<file path="config.mk">
export PLATFORM = sky130hd
export DESIGN_NAME = fifo_ctrl
export DESIGN_NICKNAME = d
export VERILOG_FILES = /design/src/rtl/fifo_pkg.sv /design/src/rtl/simple_dual_port_ram_reg1.sv /design/src/rtl/fifo_ctrl.sv
export SDC_FILE = /design/constraint.sdc
export NUM_CORES = 1
export LEC_CHECK = 0
export BUFFER_PORTS_ARGS = -buffer_cell sky130_fd_sc_hd__buf_2
export CAP_MARGIN = 10
export CORE_UTILIZATION = 60
export DETAILED_ROUTE_END_ITERATION = 10
export PLACE_DENSITY = 0.78
export REMOVE_ABC_BUFFERS = 1
export SLEW_MARGIN = 10
export SYNTH_ARGS = -nofsm -noshare
export SYNTH_HDL_FRONTEND = slang
export SYNTH_SLANG_ARGS = --single-unit
</file>
<file path="constraint.sdc">
create_clock -name clock -period 4.48 [get_ports clock]
set_clock_uncertainty 0.05 [all_clocks]
set_input_delay 0 -clock clock [delete_from_list [all_inputs] [get_ports clock]]
set_output_delay 0 -clock clock [all_outputs]
set_load 0.03 [all_outputs]
</file>
<file path="src/rtl/fifo_pkg.sv">
// Shared sizing helpers for the FIFO controller and its storage RAM.
// Pointers carry one extra wrap bit so that full and empty can be told apart.
package fifo_pkg;

    localparam int unsigned DEFAULT_DATA_WIDTH = 8;
    localparam int unsigned DEFAULT_ADDR_WIDTH = 4;

    // Values for the default configuration; instances derive theirs through the functions.
    localparam int unsigned PTR_WIDTH = DEFAULT_ADDR_WIDTH + 1;
    localparam int unsigned DEPTH     = 1 << DEFAULT_ADDR_WIDTH;

    function automatic int unsigned ptr_width(input int unsigned addr_width);
        return addr_width + 1;
    endfunction

    function automatic int unsigned depth(input int unsigned addr_width);
        return 1 << addr_width;
    endfunction

endpackage

</file>
<file path="src/rtl/simple_dual_port_ram_reg1.sv">
// Simple dual-port RAM, one write port and one read port with a registered read.
// Contents are not reset; read data holds its value when no read is enabled.
module simple_dual_port_ram_reg1
    import fifo_pkg::*;
#(
    parameter int unsigned DATA_WIDTH = DEFAULT_DATA_WIDTH,
    parameter int unsigned ADDR_WIDTH = DEFAULT_ADDR_WIDTH
) (
    input  logic                  clk_i,
    input  logic                  wr_en_i,
    input  logic [ADDR_WIDTH-1:0] wr_addr_i,
    input  logic [DATA_WIDTH-1:0] wr_data_i,
    input  logic                  rd_en_i,
    input  logic [ADDR_WIDTH-1:0] rd_addr_i,
    output logic [DATA_WIDTH-1:0] rd_data_o
);

    localparam int unsigned Depth = depth(ADDR_WIDTH);

    logic [DATA_WIDTH-1:0] mem [Depth];
    logic [DATA_WIDTH-1:0] rd_data_q;

    always_ff @(posedge clk_i) begin
        if (wr_en_i) begin
            mem[wr_addr_i] <= wr_data_i;
        end
        if (rd_en_i) begin
            rd_data_q <= mem[rd_addr_i];
        end
    end

    assign rd_data_o = rd_data_q;

endmodule

</file>
<file path="src/rtl/fifo_ctrl.sv">
// FIFO controller: a registered-read RAM plus the RAM read register as output stage.
// Optional occupancy port `level` is built only when FIFO_CTRL_LEVEL_EN is defined.
module fifo_ctrl
    import fifo_pkg::*;
#(
    parameter int unsigned DATA_WIDTH = DEFAULT_DATA_WIDTH,
    parameter int unsigned ADDR_WIDTH = DEFAULT_ADDR_WIDTH
) (
    input  logic                  clock,
    input  logic                  reset,
    input  logic [DATA_WIDTH-1:0] in_data,
    input  logic                  in_valid,
    output logic                  in_ready,
    output logic [DATA_WIDTH-1:0] out_data,
    output logic                  out_valid,
    input  logic                  out_ready
`ifdef FIFO_CTRL_LEVEL_EN
    ,
    output logic [ADDR_WIDTH:0]   level
`endif
);

    localparam int unsigned PtrWidth = ptr_width(ADDR_WIDTH);
    localparam logic [PtrWidth-1:0] DepthPtr = PtrWidth'(depth(ADDR_WIDTH));

    logic [PtrWidth-1:0] wptr_q, wptr_d;
    logic [PtrWidth-1:0] rptr_q, rptr_d;
    logic [PtrWidth-1:0] ram_count;
    logic                out_valid_q, out_valid_d;
    logic                push;
    logic                fetch;

    // Registered pointers only: a word written this cycle is not readable until the next,
    // which also keeps the write and read addresses apart whenever both ports are active.
    always_comb begin
        ram_count = wptr_q - rptr_q;
        in_ready  = (ram_count < DepthPtr) && !reset;
        push      = in_valid && in_ready;
        fetch     = (ram_count != '0) && (!out_valid_q || out_ready) && !reset;

        wptr_d = wptr_q;
        if (push) begin
            wptr_d = wptr_q + 1'b1;
        end

        rptr_d = rptr_q;
        if (fetch) begin
            rptr_d = rptr_q + 1'b1;
        end

        out_valid_d = out_valid_q;
        if (fetch) begin
            out_valid_d = 1'b1;
        end else if (out_ready) begin
            out_valid_d = 1'b0;
        end
    end

    always_ff @(posedge clock) begin
        if (reset) begin
            wptr_q      <= '0;
            rptr_q      <= '0;
            out_valid_q <= 1'b0;
        end else begin
            wptr_q      <= wptr_d;
            rptr_q      <= rptr_d;
            out_valid_q <= out_valid_d;
        end
    end

    assign out_valid = out_valid_q;

`ifdef FIFO_CTRL_LEVEL_EN
    assign level = ram_count + PtrWidth'(out_valid_q);
`endif

    simple_dual_port_ram_reg1 #(
        .DATA_WIDTH (DATA_WIDTH),
        .ADDR_WIDTH (ADDR_WIDTH)
    ) u_ram (
        .clk_i     (clock),
        .wr_en_i   (push),
        .wr_addr_i (wptr_q[ADDR_WIDTH-1:0]),
        .wr_data_i (in_data),
        .rd_en_i   (fetch),
        .rd_addr_i (rptr_q[ADDR_WIDTH-1:0]),
        .rd_data_o (out_data)
    );

    ram_count_bounded: assert property (@(posedge clock) disable iff (reset)
        ram_count <= DepthPtr);

    no_same_addr_rw: assert property (@(posedge clock) disable iff (reset)
        !(push && fetch && (wptr_q[ADDR_WIDTH-1:0] == rptr_q[ADDR_WIDTH-1:0])));

endmodule

</file>
==> results of run 1 <==
==> critical path, cell delays in order (launching register included) <==
cell                      delay (ns)
sky130_fd_sc_hd__dfxtp_1        0.58
sky130_fd_sc_hd__inv_1          0.24
sky130_fd_sc_hd__ha_1           0.39
sky130_fd_sc_hd__a21oi_1        0.28
sky130_fd_sc_hd__a21oi_1        0.19
sky130_fd_sc_hd__nor3b_1        0.23
sky130_fd_sc_hd__buf_4          0.20
sky130_fd_sc_hd__nand2_1        0.08
sky130_fd_sc_hd__nor2_1         0.62
==> kinds of logic (layout without fill, tap and decap cells) <==
| group | count (synthesis) | after routing | synth area share |
|---|---|---|---|
| buffers and inverters | 22 | 79 | 0.01535 |
| AOI/OAI and AO/OA | 25 | 25 | 0.02881 |
| DFF | 147 | 147 | 0.7234 |
| xor gates and xnor gates | 6 | 6 | 0.008834 |
| muxes | 35 | 35 | 0.1270 |
| and+or+nand+nor | 89 | 89 | 0.07424 |
| adders and majority gates | 10 | 10 | 0.02229 |
==> metrics by stage <==
stage / total power (W) / instance area [um2] / hold slack, ns / setup TNS [ns] / instances
6_report: 0.003734 / 6828 / 0.3770 / 0 / 520
5_1_grt: 0.003885 / 6828 / 0.3784 / 0 / 520
4_1_cts: 0.003753 / 6828 / 0.3434 / 0 / 520
3_5_place_dp: 0.002553 / 6212 / 0.3422 / 0 / 477
3_3_place_gp: 0.002538 / 6212 / 0.3205 / 0 / 477
2_1_floorplan: 0.002294 / 5884 / 0.01907 / -0.03443 / 319
==> registers in the layout, summed over array words and instances (netlist names) <==
name and flops:
rptr_q 5, u_ram.rd_data_o 8, u_ram.mem 128, wptr_q 5
out_valid 1
==> cell usage in the layout, fill, tap and decap left out, types with 2 or more instances in the layout <==
cell type / count
sky130_fd_sc_hd__xor2_1: 3
sky130_fd_sc_hd__nor2_1: 8
sky130_fd_sc_hd__or3_1: 3
sky130_fd_sc_hd__and3_1: 17
sky130_fd_sc_hd__nand4_1: 2
sky130_fd_sc_hd__o21ai_0: 4
sky130_fd_sc_hd__buf_2: 21
sky130_fd_sc_hd__nand2_1: 39
sky130_fd_sc_hd__buf_4: 8
sky130_fd_sc_hd__a21oi_1: 7
sky130_fd_sc_hd__edfxtp_1: 136
sky130_fd_sc_hd__nand2b_1: 3
sky130_fd_sc_hd__nor3_1: 5
sky130_fd_sc_hd__clkinv_1: 3
sky130_fd_sc_hd__clkbuf_16: 16
sky130_fd_sc_hd__dfxtp_1: 10
sky130_fd_sc_hd__ha_1: 9
sky130_fd_sc_hd__clkbuf_1: 2
sky130_fd_sc_hd__clkinvlp_4: 2
sky130_fd_sc_hd__mux2i_1: 2
sky130_fd_sc_hd__inv_1: 5
sky130_fd_sc_hd__xnor2_1: 3
sky130_fd_sc_hd__clkinv_2: 6
sky130_fd_sc_hd__dlygate4sd3_1: 11
sky130_fd_sc_hd__o211ai_1: 2
sky130_fd_sc_hd__nor2b_1: 7
sky130_fd_sc_hd__a31oi_1: 8
sky130_fd_sc_hd__mux4_2: 32
sky130_fd_sc_hd__inv_6: 3
==> routing by layer <==
metal | track usage | routed length (um) | vias up
met1 | 0.3319 | 4616 | 1594
met2 | 0.4179 | 6177 | 142
li1 | - | - | 1405
met5 | 0 | 0 | -
met3 | 0.06418 | 787 | 27
met4 | 0.1193 | 303 | 0
==> final timing paths <==
| check | startpoint | endpoint | slack [ns] | cells after the start |
|---|---|---|---|---|
| worst min register to register | wptr_q[4]$_SDFFE_PP0P_ | wptr_q[4]$_SDFFE_PP0P_ | 0.48 | 1 |
| worst max-delay path | rptr_q[3]$_SDFFE_PP0P_ | u_ram.mem[14][5]$_DFFE_PP_ | 1.25 | 8 |
| worst max register to register | rptr_q[3]$_SDFFE_PP0P_ | u_ram.mem[14][5]$_DFFE_PP_ | 1.25 | 8 |
| worst min-delay path | reset | wptr_q[0]$_SDFFE_PP0P_ | 0.38 | 3 |
==> final cells by class <==
type | count | area, um2 | area share
tap | 129 | 161.4 | 0.02364
timing repair buffer | 40 | 275.3 | 0.04032
clock buffer | 19 | 421.7 | 0.06176
clock inverter | 13 | 83.83 | 0.01228
multi-input combinational | 165 | 1554 | 0.2276
sequential | 147 | 4305 | 0.6306
inverter | 7 | 26.28 | 0.003848
==> power groups by stage <==
stage | Clock [W] | Sequential (W) | Combinational (W)
after floorplan | 0 | 0.00179 | 0.000506
after global placement | 0 | 0.00164 | 0.000894
final | 0.00120 | 0.00162 | 0.000920
after CTS | 0.00121 | 0.00162 | 0.000924
after global routing | 0.00127 | 0.00162 | 0.000995
after detailed placement | 0 | 0.00164 | 0.000909
==> impl_summary.txt, run 1 <==
----------------------------------------------------
[Yosys]
  Post-synthesis async set-or-reset flop share ... 0
  Top-area cell type share of the netlist area ... 0.6864
  Top cell types by occurrence after synthesis ... 136 x sky130_fd_sc_hd__edfxtp_1, 39 x sky130_fd_sc_hd__nand2_1, 32 x sky130_fd_sc_hd__mux4_2, 17 x sky130_fd_sc_hd__and3_1, 11 x sky130_fd_sc_hd__dfxtp_1
  Ranking of synthesized cells by area ... sky130_fd_sc_hd__edfxtp_1 69%, sky130_fd_sc_hd__mux4_2 12%, sky130_fd_sc_hd__dfxtp_1 3.7%
  Cell accounting for the most synthesized area ... sky130_fd_sc_hd__edfxtp_1
  Most frequently used cell type in the post-synthesis netlist ... sky130_fd_sc_hd__edfxtp_1
  Number of synthesized flops with an enable pin ... 136
  Mean cell area of the mapped netlist ... 17.81 um2
  Cell Area, Synth ... 0.005949 mm2
  Synthesis Warnings ... 0
  FF+latch count, synth ... 147
  Prevailing post-synth register cell ... sky130_fd_sc_hd__edfxtp_1
  Sequential-to-total area share from yosys stat ... 0.7234
  Cells after synthesis ... 334
  Number of library cell types mapped by synthesis ... 36

[CTS]
  Clock transition at the registers of the reported paths ... 0.06 ns
  Gates resized, CTS repair ... 0
  # hold bufs at CTS ... 11
  Root Driver ... sky130_fd_sc_hd__clkbuf_8
  Total CTS buffers ... 17
  CTS HTree Levels ... 4
  Post CTS Setup Buffer Count ... 0
  Clock insertion delay at the later pin of the skew report ... 0.52 ns
  Clk sinks ... 147
  TritonCTS clock tree ... built
  Max Root-Sink Buffers ... 2

[Detailed routing]
  Final routed wire length divided by cell count ... 22.86 um
  Count of TritonRoute iterations in the first routing pass ... 5
  Via density per instance ... 6.092
  Vias post-DR ... 3168
  Post-detailed-routing wire length ... 11.89 mm
  Number of design-rule violations left by the first detailed-router iteration ... 217
  Final ANT Viol Nets ... 0
  DRC errors left ... 0

[Power and ir drop]
  Switching fraction of total power ... 0.2902
  Int Pwr ... 0.002650 W
  Proportion of power drawn by flip-flops and latches ... 0.433
  Total leakage power ... 2.305 nW
  Sw Pwr ... 0.001083 W
  Fraction of power consumed by combinational cells ... 0.246
  Power per standard cell area ... 546.9 mW/mm2
  Relative contribution of the clock network to total power ... 0.321
  Highest ir drop seen on vdd ... 315.3 uV

[Cells and area]
  Share of final-layout standard cells stronger than drive strength 1 ... 0.2430
  Post-route core utilization ... 0.7252
  Ant. Diodes ... 0
  Final Net Count ... 400
  Synthesis-to-layout area growth ... 14.76%
  Number of fill cells ... 562

[Global route]
  Number of global-route vias before repair ... 3221
  Number of antenna violations at the first check in global routing ... 0
  Total Routing Usage GR ... 0.2578
  Global route overflow ... 0
  First-pass GRT wire length ... 17.95 mm
  Maximum number of pins on one net before global-route repair ... 37

[Floorplan]
  Effective utilization at floorplan ... 0.6319
  Die span in x ... 101.6 um
  Count of standard-cell rows ... 35
  Area of the placeable core ... 0.009415 mm2
  Die area ... 0.01032 mm2
  Ports ... 22
  Die height ... 101.6 um

[STA]
  Worst setup slack after layout ... 1.248 ns
  Final period utilization ... 0.7214
  Worst-Margin Slew ... 0.9627 ns
  Minimum clock period ... 3.232 ns
  Number of max-slew violations in the final report ... 0
  Normalized max-slew margin ... 0.3559
  Unrepaired setup endpoints after global routing ... false
  Final Hold Violating Endpoints ... 0
  Top achievable clock speed ... 309.4 MHz
  Final setup viols ... 0

[Critical path]
  Kind of end point of the critical path ... flip-flop
  Worst endpoint required time ... 4.58 ns
  Class of the most critical setup path ... reg -> reg
  CP arrival ... 3.33 ns
  Category of the worst setup path launch point ... flip-flop
  Crit-path max FO ... 12

[Placement]
  Input/output buffers ... 21
  Detailed-placement wirelength estimate ... 7.382 mm
  Setup WS pre-CTS ... 1.307 ns
  Final weighted congestion in routability-driven placement ... 0.8902

[Min path]
  Path type of the worst min-delay path ... in -> reg

[Flow run]
  Max-capacitance violation count ... 0

[Status]
  Status ... complete, no violations

----------------------------------------------------
No activity file was read; power rests on OpenSTA's default activity.
==> run 2: changes to the inputs <==
==> constraint.sdc (replaced) <==
create_clock -name clock -period 3.05 [get_ports clock]
set_clock_uncertainty 0.05 [all_clocks]
set_input_delay 0 -clock clock [delete_from_list [all_inputs] [get_ports clock]]
set_output_delay 0 -clock clock [all_outputs]
set_load 0.03 [all_outputs]
==> run 2 against run 1 <==
Net effect:
- flip-flop and latch count unchanged
- die area unchanged
- total power up 53%
- critical path type unchanged
==> impl_summary.txt, run 2 (synthesis results as in run 1) <==
----------------------------------------------------
[Cells and area]
  Final Net Count ... 410
  Synthesis-to-layout area growth ... 16.99%
  Share of final-layout standard cells stronger than drive strength 1 ... 0.2668
  Non-Filler Instances ... 530
  Post-Layout Inst Area ... 0.006960 mm2
  Max reg flops ... 128
  Top library cells by usage in the layout, fill and taps aside ... 136 x sky130_fd_sc_hd__edfxtp_1, 39 x sky130_fd_sc_hd__nand2_1, 32 x sky130_fd_sc_hd__mux4_2
  Ant. Diodes ... 0
  Most frequent standard cell in the layout excluding fill and tap cells ... sky130_fd_sc_hd__edfxtp_1
  Top register by number of flip-flops ... u_ram.mem

[Min path]
  Path type of the worst min-delay path ... in -> reg

[Placement]
  Setup WS pre-CTS ... 0.1974 ns
  Area of placed instances ... 0.006287 mm2
  Detailed-placement wirelength estimate ... 7.448 mm
  Final weighted congestion in routability-driven placement ... 0.8498
  Cell total after placement ... 487
  Input/output buffers ... 21

[Power and ir drop]
  Highest ir drop seen on vdd ... 420.5 uV
  Total power ... 0.005714 W
  Proportion of power drawn by flip-flops and latches ... 0.414
  Total leakage power ... 2.381 nW
  Power per standard cell area ... 821.0 mW/mm2
  Int Pwr ... 0.004031 W
  Switching fraction of total power ... 0.2946
  Relative contribution of the clock network to total power ... 0.343
  Sw Pwr ... 0.001683 W
  Fraction of power consumed by combinational cells ... 0.243

[Global route]
  Global route overflow ... 0
  Maximum number of pins on one net before global-route repair ... 37
  Total Routing Usage GR ... 0.2681
  First-pass GRT wire length ... 18.85 mm
  Number of antenna violations at the first check in global routing ... 0
  Number of global-route vias before repair ... 3395

[STA]
  Final Hold Violating Endpoints ... 0
  Normalized max-slew margin ... 0.4184
  Worst setup slack after layout ... 0.2557 ns
  Top achievable clock speed ... 357.9 MHz
  Minimum clock period ... 2.794 ns
  Final setup viols ... 0
  Final sum of negative setup slack ... 0 ns
  Unrepaired setup endpoints after global routing ... false
  Final period utilization ... 0.9162
  Number of max-slew violations in the final report ... 0
  Worst-Margin Slew ... 0.8691 ns

[Critical path]
  Number of buffer and inverter instances along the worst setup path ... 2
  Category of cells accounting for the largest share of critical-path delay ... simple AND/OR/NAND/NOR gates
  Capturing element of the worst setup path ... u_ram.mem[15][7]$_DFFE_PP_
  Launching element of the worst setup path ... wptr_q[0]$_SDFFE_PP0P_
  CP arrival ... 2.89 ns
  Crit-path cells ... inv_1 -> ha_1 -> inv_1 -> fa_1 -> nand3_1 -> and3_1 -> o211ai_1 -> nor2_1
  Worst R2R Setup Slack ... 0.26 ns
  Class of the most critical setup path ... reg -> reg
  Crit-path max FO ... 9
  Startpoint of the worst-slack reg-to-reg timing path ... wptr_q[0]$_SDFFE_PP0P_
  Depth of the most critical reg-to-reg path ... 8
  CP max stage cell ... sky130_fd_sc_hd__nor2_1
  Category of the worst setup path launch point ... flip-flop
  Critical Path Stages ... 8
  Worst endpoint required time ... 3.14 ns
  Dominant cell type by count on the critical path ... sky130_fd_sc_hd__inv_1
  Kind of end point of the critical path ... flip-flop
  Worst flop-to-flop path endpoint ... u_ram.mem[15][7]$_DFFE_PP_
  Critical path's largest stage delay ... 0.72 ns

[CTS]
  Max Root-Sink Buffers ... 2
  TritonCTS clock tree ... built
  CTS HTree Levels ... 4
  Clock transition at the registers of the reported paths ... 0.06 ns
  Post CTS Setup Buffer Count ... 0
  Total CTS buffers ... 17
  Clk sinks ... 147
  Root Driver ... sky130_fd_sc_hd__clkbuf_8
  Clock insertion delay at the later pin of the skew report ... 0.51 ns

[Status]
  Status ... complete, no violations

[Detailed routing]
  Vias post-DR ... 3207
  Via density per instance ... 6.051
  Post-detailed-routing wire length ... 12.50 mm
  Number of design-rule violations left by the first detailed-router iteration ... 233
  Count of TritonRoute iterations in the first routing pass ... 4
  Final ANT Viol Nets ... 0
  Final routed wire length divided by cell count ... 23.58 um
  DRC errors left ... 0

[Floorplan]
  Area of the placeable core ... 0.009415 mm2
  Die span in x ... 101.6 um
  Count of standard-cell rows ... 35
  Die height ... 101.6 um
  Effective utilization at floorplan ... 0.6319
  Ports ... 22
  Die area ... 0.01032 mm2

[Flow run]
  Max-capacitance violation count ... 0

----------------------------------------------------
## run 2: changes by cell type in the layout (fill, tap and decap cells not counted), sizes merged
cell,delta
buf,+10
inv,+5
clkinv,-4
bufinv,+1
clkbuf,-1
clkinvlp,-1
## run 2: final cells by class
type / count / area (um2)
Clock buffer: 18 / 417.9
Clock inverter: 14 / 142.6
Fill cell: 567 / 2455
Inverter: 7 / 26.28
Multi-Input combinational cell: 165 / 1556
Sequential cell: 147 / 4305
Tap cell: 129 / 161.4
Timing Repair Buffer: 50 / 350.3
## run 2: worst register-to-register path: stages, from the launching register on
cell	delay, ns
sky130_fd_sc_hd__dfxtp_1	0.36
sky130_fd_sc_hd__inv_1	0.12
sky130_fd_sc_hd__ha_1	0.18
sky130_fd_sc_hd__inv_1	0.06
sky130_fd_sc_hd__fa_1	0.40
sky130_fd_sc_hd__nand3_1	0.15
sky130_fd_sc_hd__and3_1	0.20
sky130_fd_sc_hd__o211ai_1	0.18
sky130_fd_sc_hd__nor2_1	0.72
## run 2: worst min path at each step
stage | start | end | cells past startpoint
floorplan | reset | out_valid$_SDFFE_PP0P_ | 1
global placement | reset | wptr_q[3]$_SDFFE_PP0P_ | 2
detailed placement | reset | wptr_q[2]$_SDFFE_PP0P_ | 2
CTS | out_ready | out_valid$_SDFFE_PP0P_ | 5
global route | reset | wptr_q[2]$_SDFFE_PP0P_ | 3
finish | out_ready | out_valid$_SDFFE_PP0P_ | 5
## run 2: timing repair
item | in CTS | in global routing
resized for setup | 0 | 1
hold buffers | 11 | 0
endpoints found under the setup margin | 0 | 8
endpoints found under the hold margin | 139 | 0
## run 2: power groups by stage
| stage | combinational [W] | clock [W] | sequential, W |
|---|---|---|---|
| after detailed placement | 0.00137 | 0 | 0.00241 |
| after global routing | 0.00149 | 0.00205 | 0.00238 |
| after floorplan | 0.000744 | 0 | 0.00263 |
| final | 0.00139 | 0.00196 | 0.00237 |
| after global placement | 0.00133 | 0 | 0.00240 |
| after CTS | 0.00139 | 0.00198 | 0.00237 |
## run 2: per-stage QoR
step / util / hold WS [ns]
floorplan: - / 0.01907
global placement: 0.6678 / 0.3002
detailed placement: 0.6678 / 0.3094
CTS: 0.7390 / 0.3150
global route: 0.7393 / 0.3585
finish: 0.7393 / 0.3322
## run 2: per-layer routing
layer | up-vias | part of all wire | track usage
met5 | - | 0 | 0
met2 | 100 | 0.53 | 0.4636
met3 | 22 | 0.061 | 0.05038
met1 | 1659 | 0.39 | 0.3342
li1 | 1426 | - | -
met4 | 0 | 0.019 | 0.1126
==> run 3: changes to the inputs <==
--- a/config.mk
+++ b/config.mk
@@ -5,7 +5,7 @@
 export SDC_FILE = /design/constraint.sdc
 export NUM_CORES = 1
 export LEC_CHECK = 0
-export BUFFER_PORTS_ARGS = -buffer_cell sky130_fd_sc_hd__buf_2
+export BUFFER_PORTS_ARGS = -buffer_cell sky130_fd_sc_hd__clkbuf_2
 export CAP_MARGIN = 10
 export CORE_UTILIZATION = 60
 export DETAILED_ROUTE_END_ITERATION = 10
==> constraint.sdc (replaced) <==
create_clock -name clock -period 2.8 [get_ports clock]
set_clock_uncertainty 0.05 [all_clocks]
set_input_delay 0 -clock clock [delete_from_list [all_inputs] [get_ports clock]]
set_output_delay 0 -clock clock [all_outputs]
set_load 0.03 [all_outputs]
==> run 3 against run 2 <==
Net effect:
- clock power increased by 4%
- critical path depth rose by 1
- utilization grew 0.76 points
- routed wire length is 4.9% lower
- first-iteration DRC count grew 0.43%
- flip-flop and latch count is the same
- largest cell class unchanged
==> impl_summary.txt, run 3 (synthesis results as in run 1) <==
----------------------------------------------------
[Status]
  Status ... complete, no violations

[Cells and area]
  Final Net Count ... 419
  Most frequent standard cell in the layout excluding fill and tap cells ... sky130_fd_sc_hd__edfxtp_1
  Post-route core utilization ... 0.7468
  Sequential cell area ... 0.004305 mm2
  Max reg flops ... 128
  Synthesis-to-layout area growth ... 18.19%
  Share of final-layout standard cells stronger than drive strength 1 ... 0.2976
  Number of fill cells ... 541
  Non-Filler Instances ... 539
  Top register by number of flip-flops ... u_ram.mem
  Top library cells by usage in the layout, fill and taps aside ... 136 x sky130_fd_sc_hd__edfxtp_1, 39 x sky130_fd_sc_hd__nand2_1, 32 x sky130_fd_sc_hd__mux4_2
  Ant. Diodes ... 0
  Combined area of the multi-input logic cells ... 0.001580 mm2

[Global route]
  Total Routing Usage GR ... 0.2553
  Number of antenna violations at the first check in global routing ... 0
  Global route overflow ... 0
  Number of global-route vias before repair ... 3289
  Maximum number of pins on one net before global-route repair ... 37
  First-pass GRT wire length ... 17.96 mm

[Critical path]
  Number of buffer and inverter instances along the worst setup path ... 4
  CP max stage cell ... sky130_fd_sc_hd__dlygate4sd3_1
  Depth of the most critical reg-to-reg path ... 9
  Kind of end point of the critical path ... flip-flop
  Startpoint of the worst-slack reg-to-reg timing path ... wptr_q[0]$_SDFFE_PP0P_
  Worst endpoint required time ... 3.16 ns
  Category of the worst setup path launch point ... flip-flop
  Crit-path max FO ... 6
  Class of the most critical setup path ... reg -> reg
  Critical path's largest stage delay ... 0.56 ns
  Worst flop-to-flop path endpoint ... out_valid$_SDFFE_PP0P_
  Category of cells accounting for the largest share of critical-path delay ... buffers and inverters
  CP arrival ... 3.06 ns
  Critical Path Stages ... 9
  Crit-path cells ... inv_2 -> ha_1 -> inv_1 -> fa_2 -> nand3b_1 -> a2111oi_4 -> buf_4 -> a21oi_1 -> dlygate4sd3_1
  Worst R2R Setup Slack ... 0.10 ns

[STA]
  Final setup viols ... 0
  Normalized max-slew margin ... 0.5542
  Number of max-slew violations in the final report ... 0
  Unrepaired setup endpoints after global routing ... false
  Final sum of negative setup slack ... 0 ns
  Worst-Margin Slew ... 0.6687 ns
  Final Hold Violating Endpoints ... 0
  Worst hold margin ... 0.3804 ns
  Top achievable clock speed ... 370.4 MHz
  Minimum clock period ... 2.700 ns
  Final period utilization ... 0.9643

[Floorplan]
  Die span in x ... 101.6 um
  Area of the placeable core ... 0.009415 mm2
  Ports ... 22
  Effective utilization at floorplan ... 0.6319
  Die height ... 101.6 um
  Count of standard-cell rows ... 35
  Die area ... 0.01032 mm2

[Placement]
  Detailed-placement wirelength estimate ... 7.316 mm
  Input/output buffers ... 21
  Final weighted congestion in routability-driven placement ... 0.8320
  Cell total after placement ... 493

[Power and ir drop]
  Highest ir drop seen on vdd ... 457.7 uV
  Relative contribution of the clock network to total power ... 0.332
  Switching fraction of total power ... 0.2969
  Proportion of power drawn by flip-flops and latches ... 0.418
  Power per standard cell area ... 875.0 mW/mm2
  Total power ... 0.006153 W
  Int Pwr ... 0.004326 W
  Sw Pwr ... 0.001827 W
  Total leakage power ... 2.414 nW
  Fraction of power consumed by combinational cells ... 0.250

[Min path]
  Path type of the worst min-delay path ... in -> reg
  Hold EP ... wptr_q[2]$_SDFFE_PP0P_
  Hold Path Origin ... reset
  Instance count along the most critical hold path ... 3

[CTS]
  TritonCTS clock tree ... built
  Clk sinks ... 147
  CTS HTree Levels ... 4
  Clock insertion delay at the later pin of the skew report ... 0.52 ns
  Max Root-Sink Buffers ... 2
  Clock transition at the registers of the reported paths ... 0.07 ns
  Total CTS buffers ... 17
  Root Driver ... sky130_fd_sc_hd__clkbuf_8

[Detailed routing]
  Final routed wire length divided by cell count ... 22.04 um
  Number of design-rule violations left by the first detailed-router iteration ... 234
  Via density per instance ... 5.981
  Vias post-DR ... 3224
  Post-detailed-routing wire length ... 11.88 mm
  Final ANT Viol Nets ... 0
  Count of TritonRoute iterations in the first routing pass ... 5
  DRC errors left ... 0

[Flow run]
  Max-capacitance violation count ... 0

----------------------------------------------------
==> run 3: changes by cell type in the layout (fill, tap and decap cells not counted), moves of 3 or more <==
cell / delta
sky130_fd_sc_hd__buf_2: -21
sky130_fd_sc_hd__buf_4: +8
sky130_fd_sc_hd__clkbuf_2: +21
sky130_fd_sc_hd__clkinvlp_4: +3
==> run 3: worst reg2reg max path, delay by kind of cell (launching register included) <==
family	cells	cell delay, ns
AOI/OAI and AO/OA	2	0.47
buffers and inverters	4	0.90
DFF	1	0.35
and+or+nand+nor	1	0.22
adders and majority gates	2	0.62
==> run 3: worst max-delay path by stage <==
stage,start,end,slack (ns)
6_report,wptr_q[0]$_SDFFE_PP0P_,out_valid$_SDFFE_PP0P_,0.10
5_1_grt,wptr_q[0]$_SDFFE_PP0P_,out_valid$_SDFFE_PP0P_,0.02
4_1_cts,wptr_q[0]$_SDFFE_PP0P_,u_ram.rd_data_o[7]$_DFFE_PP_,0.01
3_5_place_dp,wptr_q[0]$_SDFFE_PP0P_,u_ram.rd_data_o[6]$_DFFE_PP_,0.05
3_3_place_gp,wptr_q[0]$_SDFFE_PP0P_,u_ram.rd_data_o[1]$_DFFE_PP_,0.15
2_1_floorplan,rptr_q[0]$_SDFFE_PP0P_,u_ram.mem[0][0]$_DFFE_PP_,-1.68
==> run 3: layout make-up <==
cell class / count / area share
clock buffer: 18 / 0.05943
clock inverter: 14 / 0.01708
sequential: 147 / 0.6123
timing repair buffer: 59 / 0.05979
inverter: 7 / 0.003737
tap: 129 / 0.02295
multi-input combinational: 165 / 0.2247
==> run 3: layer usage <==
layer | GRT usage | wire, um
met5 | 0 | 0
met4 | 0.1003 | 192
met3 | 0.05107 | 812
met2 | 0.4283 | 6165
met1 | 0.3322 | 4710
==> run 3: through the flow <==
stage / setup WS, ns / instance area [um2]
floorplan: -1.681 / 5884
global route: 0.02492 / 7032
detailed placement: 0.04687 / 6332
CTS: 0.01348 / 6990
global placement: 0.1516 / 6332
finish: 0.1000 / 7032
==> run 3: power by group through the flow <==
stage / clock (W) / sequential, W / combinational (W)
after floorplan: 0 / 0.00286 / 0.000810
after global placement: 0 / 0.00262 / 0.00145
after detailed placement: 0 / 0.00262 / 0.00148
after CTS: 0.00206 / 0.00257 / 0.00151
after global routing: 0.00214 / 0.00259 / 0.00165
final: 0.00204 / 0.00257 / 0.00154
==> run 3: what timing repair did <==
item / CTS / global route
hold endpoints to repair: 139 / 0
hold buffers: 12 / 0
gates resized for setup: 0 / 7
setup endpoints to repair: 0 / 74
setup buffers: 0 / 2
